<file path="src/rtl/pipe_hazard_ctrl.sv">
// pipe_hazard_ctrl
// Central stall/flush controller for a 5-stage IF/ID/EX/MEM/WB pipeline.
// It drives the hold (stall) and clear (refresh) controls of the PC and the
// if_id, id_ex, ex_mem and mem_wb segment registers.
//
// Ports
//   clk, reset          clock, synchronous active-high reset
//   id_rs/id_rt(+_ren)  ID source registers and whether they are read
//   ex_load, ex_regwen, ex_wreg   EX load flag, GPR write enable, destination
//   ex_div_start        EX holds a divide (level, held while in EX)
//   inst_req/inst_ack   instruction fetch outstanding / returned
//   data_req/data_ack   data access outstanding / completed
//   mem_exc, mem_eret   exception / eret in MEM
//   *_stall             hold PC, if_id, id_ex, ex_mem
//   *_refresh           clear if_id, id_ex, ex_mem, mem_wb
//   redirect            load PC from the exception/eret target
//   div_done            divider result valid this cycle
//   stall_cycles        wrapping count of cycles with if_stall=1
module pipe_hazard_ctrl #(
  parameter int DIV_CYCLES = 32,
  parameter int CNT_W      = 32
) (
  input  logic             clk,
  input  logic             reset,
  input  logic [4:0]       id_rs,
  input  logic [4:0]       id_rt,
  input  logic             id_rs_ren,
  input  logic             id_rt_ren,
  input  logic             ex_load,
  input  logic             ex_regwen,
  input  logic [4:0]       ex_wreg,
  input  logic             ex_div_start,
  input  logic             inst_req,
  input  logic             inst_ack,
  input  logic             data_req,
  input  logic             data_ack,
  input  logic             mem_exc,
  input  logic             mem_eret,
  output logic             if_stall,
  output logic             id_stall,
  output logic             ex_stall,
  output logic             mem_stall,
  output logic             if_id_refresh,
  output logic             id_ex_refresh,
  output logic             ex_mem_refresh,
  output logic             mem_wb_refresh,
  output logic             redirect,
  output logic             div_done,
  output logic [CNT_W-1:0] stall_cycles
);

  localparam int DCW = (DIV_CYCLES > 2) ? $clog2(DIV_CYCLES) : 1;
  localparam logic [DCW-1:0] DIV_LAST = DCW'(DIV_CYCLES - 1);

  typedef enum logic {
    RUN     = 1'b0,
    DISCARD = 1'b1   // the fetch in flight at flush time is stale; drop it
  } state_t;

  state_t             state_reg;
  logic [DCW-1:0]     div_cnt_reg;
  logic [CNT_W-1:0]   stall_cycles_reg;

  logic               in_run;
  logic               flush;
  logic               dmem_wait;
  logic               div_busy;
  logic               load_use;
  logic               imem_wait;
  logic               discard;

  // Load-use match for each ID source operand (index 0 = rs, 1 = rt).
  logic [1:0][4:0]    src_addr;
  logic [1:0]         src_ren;
  logic [1:0]         src_hit;

  assign src_addr = {id_rt, id_rs};
  assign src_ren  = {id_rt_ren, id_rs_ren};

  genvar gi;
  generate
    for (gi = 0; gi < 2; gi++) begin : g_src
      assign src_hit[gi] = src_ren[gi] && (src_addr[gi] == ex_wreg);
    end
  endgenerate

  // Every hazard source is gated by reset so nothing escapes during reset.
  assign in_run    = (state_reg == RUN);
  assign flush     = !reset && in_run && (mem_exc || mem_eret);
  assign dmem_wait = !reset && data_req && !data_ack;
  assign div_done  = !reset && ex_div_start && (div_cnt_reg == DIV_LAST);
  assign div_busy  = !reset && ex_div_start && !div_done;
  assign load_use  = !reset && ex_load && ex_regwen && (ex_wreg != 5'd0) && (|src_hit);
  // In DISCARD the outstanding fetch is stale, so the normal IMEM-wait bubble
  // is replaced by the discard handling below.
  assign imem_wait = !reset && in_run && inst_req && !inst_ack;
  assign discard   = !reset && !in_run;

  always_comb begin
    if_stall       = 1'b0;
    id_stall       = 1'b0;
    ex_stall       = 1'b0;
    mem_stall      = 1'b0;
    if_id_refresh  = 1'b0;
    id_ex_refresh  = 1'b0;
    ex_mem_refresh = 1'b0;
    mem_wb_refresh = 1'b0;
    redirect       = 1'b0;
    if (flush) begin
      // An excepting instruction must not commit; eret does.
      redirect       = 1'b1;
      if_id_refresh  = 1'b1;
      id_ex_refresh  = 1'b1;
      ex_mem_refresh = 1'b1;
      mem_wb_refresh = mem_exc;
    end else begin
      // Stalls nest: a stall of a later stage also freezes all earlier ones.
      mem_stall = dmem_wait;
      ex_stall  = dmem_wait || div_busy;
      id_stall  = ex_stall || load_use;
      if_stall  = id_stall || imem_wait || discard;
      // A bubble is only inserted just behind the frozen region; inside a
      // frozen segment it would destroy a held instruction.
      mem_wb_refresh = dmem_wait;
      ex_mem_refresh = div_busy && !mem_stall;
      id_ex_refresh  = load_use && !ex_stall;
      if_id_refresh  = (imem_wait && !id_stall) || (discard && inst_ack);
    end
  end

  always_ff @(posedge clk) begin
    if (reset) begin
      state_reg        <= RUN;
      div_cnt_reg      <= '0;
      stall_cycles_reg <= '0;
    end else begin
      case (state_reg)
        RUN:     if (flush && inst_req && !inst_ack) state_reg <= DISCARD;
        DISCARD: if (inst_ack) state_reg <= RUN;
        default: state_reg <= RUN;
      endcase

      // The count saturates at DIV_LAST so div_done holds while a DMEM stall
      // keeps EX frozen; it clears as soon as EX moves on.
      if (flush || !ex_div_start || !ex_stall) begin
        div_cnt_reg <= '0;
      end else if (div_cnt_reg != DIV_LAST) begin
        div_cnt_reg <= div_cnt_reg + DCW'(1);
      end

      stall_cycles_reg <= stall_cycles_reg + CNT_W'(if_stall);
    end
  end

  assign stall_cycles = stall_cycles_reg;

endmodule

</file>
<file path="config.mk">
export PLATFORM = sky130hd
export DESIGN_NAME = pipe_hazard_ctrl
export DESIGN_NICKNAME = d
export VERILOG_FILES = /design/src/rtl/pipe_hazard_ctrl.sv
export SDC_FILE = /design/constraint.sdc
export NUM_CORES = 1
export LEC_CHECK = 0
export ABC_AREA = 1
export BUFFER_PORTS_ARGS = -buffer_cell sky130_fd_sc_hd__buf_2
export CELL_PAD_IN_SITES_DETAIL_PLACEMENT = 2
export CELL_PAD_IN_SITES_GLOBAL_PLACEMENT = 2
export CORE_ASPECT_RATIO = 0.7
export CORE_MARGIN = 4
export CORE_UTILIZATION = 28
export CTS_CLUSTER_SIZE = 16
export DETAILED_ROUTE_END_ITERATION = 7
export GPL_TIMING_DRIVEN = 0
export PLACE_DENSITY = 0.94
export SLEW_MARGIN = 20
export SYNTH_ARGS = -nofsm -noshare
export SYNTH_HDL_FRONTEND = slang
export SYNTH_SLANG_ARGS = --single-unit
</file>
<file path="constraint.sdc">
create_clock -name clk -period 4.5 [get_ports clk]
set_input_delay 0.675 -clock clk [delete_from_list [all_inputs] [get_ports clk]]
set_output_delay 0.675 -clock clk [all_outputs]
set_load 0.05 [all_outputs]
</file>
==> key figures <==
CTS
  • CTS clk-pin slew, worst paths: 0.06 ns
  • CTS tree: built
  • H-tree lvl count: 2
  • Post-CTS sizing: 0
  • Hold-fix buffers at CTS: 0
  • Worst skew pair latency: 0.28 ns
  • Clock Sinks: 38
  • Maximum root-to-sink buffer count: 2
  • Num CTS Buffers: 5
  • CTS root buf: clkbuf_16
  • Setup bufs post-CTS: 0

Layout
  • ANT cells: 0
  • Fill cells: 1,011
  • Nets: 476
  • Area growth syn-to-layout: 26.36%
  • Max reg flops: 32
  • Util after Layout: 36.94%
  • Fraction of layout cells with a size suffix above 1: 22.75%
  • Final Non-Filler Cells: 545

Power and ir drop
  • VDD IR max: 0.0001744 V
  • Overall power: 0.8115 mW
  • Pwr dens: 275.5 nW/um2
  • Leakage: 1.361 nW

Logic synthesis
  • Mapped Cells: 368
  • Synth cell types: 31
  • Sequential area share after synthesis: 32.64%
  • Fraction of registers with async set/reset: 0%
  • Seq cells post-synth: 38
  • Number of flops mapped to enable cells by yosys: 0
  • Syn_area_per_cell: 6.334 um2
  • Top_reg_cell synth: dfxtp_1
  • Synth Net Count: 401
  • Cell Area, Synth: 2331 um2
  • Synth warn: 0

Place
  • Placed Cells: 537
  • Port Buffer Count: 68
  • Setup WS pre-CTS: 1.223 ns
  • GPL Wtd Cong: 0.7971
  • Dpl hpwl: 8.090 mm

Timing
  • Slew Viols, Final: 0
  • Fin Setup TNS: 0 ns
  • # setup viols final: 0
  • Final critical-path required period: 3.291 ns
  • Fmax: 303.8 MHz
  • Final Hold Vio Count: 0
  • Tcrit/Tclk final: 73.14%
  • Fin Clk Skew: 0.007011 ns
  • Max-slew headroom: 55.26%
  • Unrepaired setup endpoints after global routing: false
  • Slew @ Worst Pin: 0.6711 ns
  • Post-route worst setup slack: 1.209 ns

Critical path
  • R2R Setup Slk: 1.21 ns
  • R2R Path End: stall_cycles[24]$_SDFF_PP0_
  • WP data arrival: 3.48 ns
  • RR Startpoint: div_cnt_reg[0]$_SDFFE_PP0N_
  • CP Max Fanout: 7
  • Critical Path Source Type: flip-flop
  • R2R cell count: 22
  • CP Data Required Time: 4.68 ns
  • Crit. End Element: flip-flop
  • WS Path Type: reg -> reg

Floorplan
  • Std-Cell Rows: 27
  • Die X: 117.1 um
  • Die footprint: 9872 um2
  • Starting density of the core: 29.24%
  • Core ar.: 7973 um2
  • Vert. Die Dim: 84.34 um
  • I/O pins: 70

Route
  • Routed Antenna Nets: 0
  • Number of DRC markers in iteration 0: 110
  • DRT Wirelength: 9.918 mm
  • Vias: 2,718
  • DR pass1 iterations: 5
  • Vias per inst: 4.987
  • DRC Markers: 0
  • WL per Instance: 18.20 um

Global routing
  • GRT overflow: 0
  • Largest net degree at the start of global routing: 12
  • Global-route wire length before repair: 16.23 mm
  • Vias in the first global route: 3,095
  • GRT Overall Usage: 21.04%
  • Antenna violations before repair: 0

Worst hold path
  • WHS Endpoint: div_cnt_reg[4]$_SDFFE_PP0N_
  • Worst Hold Class: reg -> reg
  • Min-Delay Startpoint: div_cnt_reg[4]$_SDFFE_PP0N_
  • Hold path depth: 2

Status
  • Status: finished clean

Flow run
  • Max Cap Violations: 0
-- Yosys cell counts (2+ instances only) --
master,count,area [um2]
nand3b_1,10,75.07
nor3_2,2,20.02
nor3_1,9,45.04
inv_2,4,15.01
nor3_4,2,32.53
nand2_2,3,18.77
nor2_1,56,210.2
inv_1,44,165.2
dfxtp_1,38,760.7
nand2_1,113,424.2
nor2_4,3,33.78
ha_1,5,62.56
o21ai_0,10,50.05
a21oi_1,23,115.1
xor2_1,6,52.55
nand2_4,2,22.52
nand3_1,15,75.07
buf_2,2,10.01
nand4_1,6,37.54
nor2_2,4,25.02
-- power breakdown --
part	switching (mW)	leakage (nW)	internal (mW)	total, mW
clock	0.144	0.0739	0.220	0.364
sequential	0.00323	0.306	0.340	0.343
combinational	0.0764	0.981	0.0280	0.104
-- worst max-delay path, stage by stage (launching register included) --
cell and delay (ns):
dfxtp_1 0.34, ha_1 0.25, nand2_1 0.08, nor2_1 0.04, ha_1 0.25, inv_1 0.19
nand3_1 0.12, nand2_1 0.14, inv_1 0.09, nand2_1 0.07, nand2_1 0.06, nand2_1 0.13
ha_1 0.19, ha_1 0.17, nand2_1 0.12, nor2_4 0.13, nand2_4 0.09, nor2_4 0.20
nand2_4 0.12, nor2_4 0.19, nand3_1 0.10, nand2_1 0.07, nor2_1 0.04
-- per-stage QoR --
stage	area [um2]	hold slack [ns]
6_report	2945	0.4721
3_5_place_dp	2798	0.4674
3_3_place_gp	2798	0.4574
4_1_cts	2945	0.4753
2_1_floorplan	2331	0.4494
5_1_grt	2945	0.4974
-- worst max path at each step --
| stage | from | to | cells after the start |
|---|---|---|---|
| floorplan | reset | mem_wb_refresh | 5 |
| global placement | reset | stall_cycles[24]$_SDFF_PP0_ | 19 |
| detailed placement | div_cnt_reg[0]$_SDFFE_PP0N_ | stall_cycles[24]$_SDFF_PP0_ | 22 |
| CTS | div_cnt_reg[0]$_SDFFE_PP0N_ | stall_cycles[24]$_SDFF_PP0_ | 22 |
| global route | div_cnt_reg[0]$_SDFFE_PP0N_ | stall_cycles[24]$_SDFF_PP0_ | 22 |
| finish | div_cnt_reg[0]$_SDFFE_PP0N_ | stall_cycles[24]$_SDFF_PP0_ | 22 |
-- placed cells by master, fill, tap and decap left out, types with 2 or more instances in the layout --
cell,count
nand2_1,113
buf_2,70
nor2_1,56
inv_1,44
dfxtp_1,38
a21oi_1,23
nand3_1,15
o21ai_0,10
nand3b_1,10
nor3_1,9
nand4_1,6
xor2_1,6
ha_1,5
clkbuf_16,5
inv_2,4
nor2_2,4
nor2_4,3
nand2_2,3
nor3_4,2
nand2_4,2
clkbuf_1,2
nor3_2,2
-- cell families (layout without fill, tap and decap cells) --
kind of cell             count (synthesis)  after routing  share of synthesized area [%]
AND/OR/NAND/NOR                        230            230                          45.57
buffers and inverters                   52            128                          8.481
flip-flops                              38             38                          32.64
AO/OA/AOI/OAI                           36             36                          7.998
XOR/XNOR                                 7              7                          2.630
adder cells (fa/ha/maj)                  5              5                          2.684
-- cell type report --
| class | count | area [um2] | area share, % |
|---|---|---|---|
| plain buffers | 4 | 17.52 | 0.5947 |
| clock buffers | 7 | 142.6 | 4.843 |
| clock inverters | 1 | 5.005 | 0.1699 |
| inverters | 48 | 180.2 | 6.117 |
| multi-input cells | 278 | 1373 | 46.60 |
| flip-flops and latches | 38 | 760.7 | 25.83 |
| well taps | 101 | 126.4 | 4.291 |
| repair buffers | 68 | 340.3 | 11.55 |
-- layer usage --
layer,share of wire (%),track usage [%]
met1,45,25.97
met2,50,37.17
met3,3.4,4.323
met4,1.4,5.104
met5,0,0
Note: power is estimated with default switching activity, not from simulation.
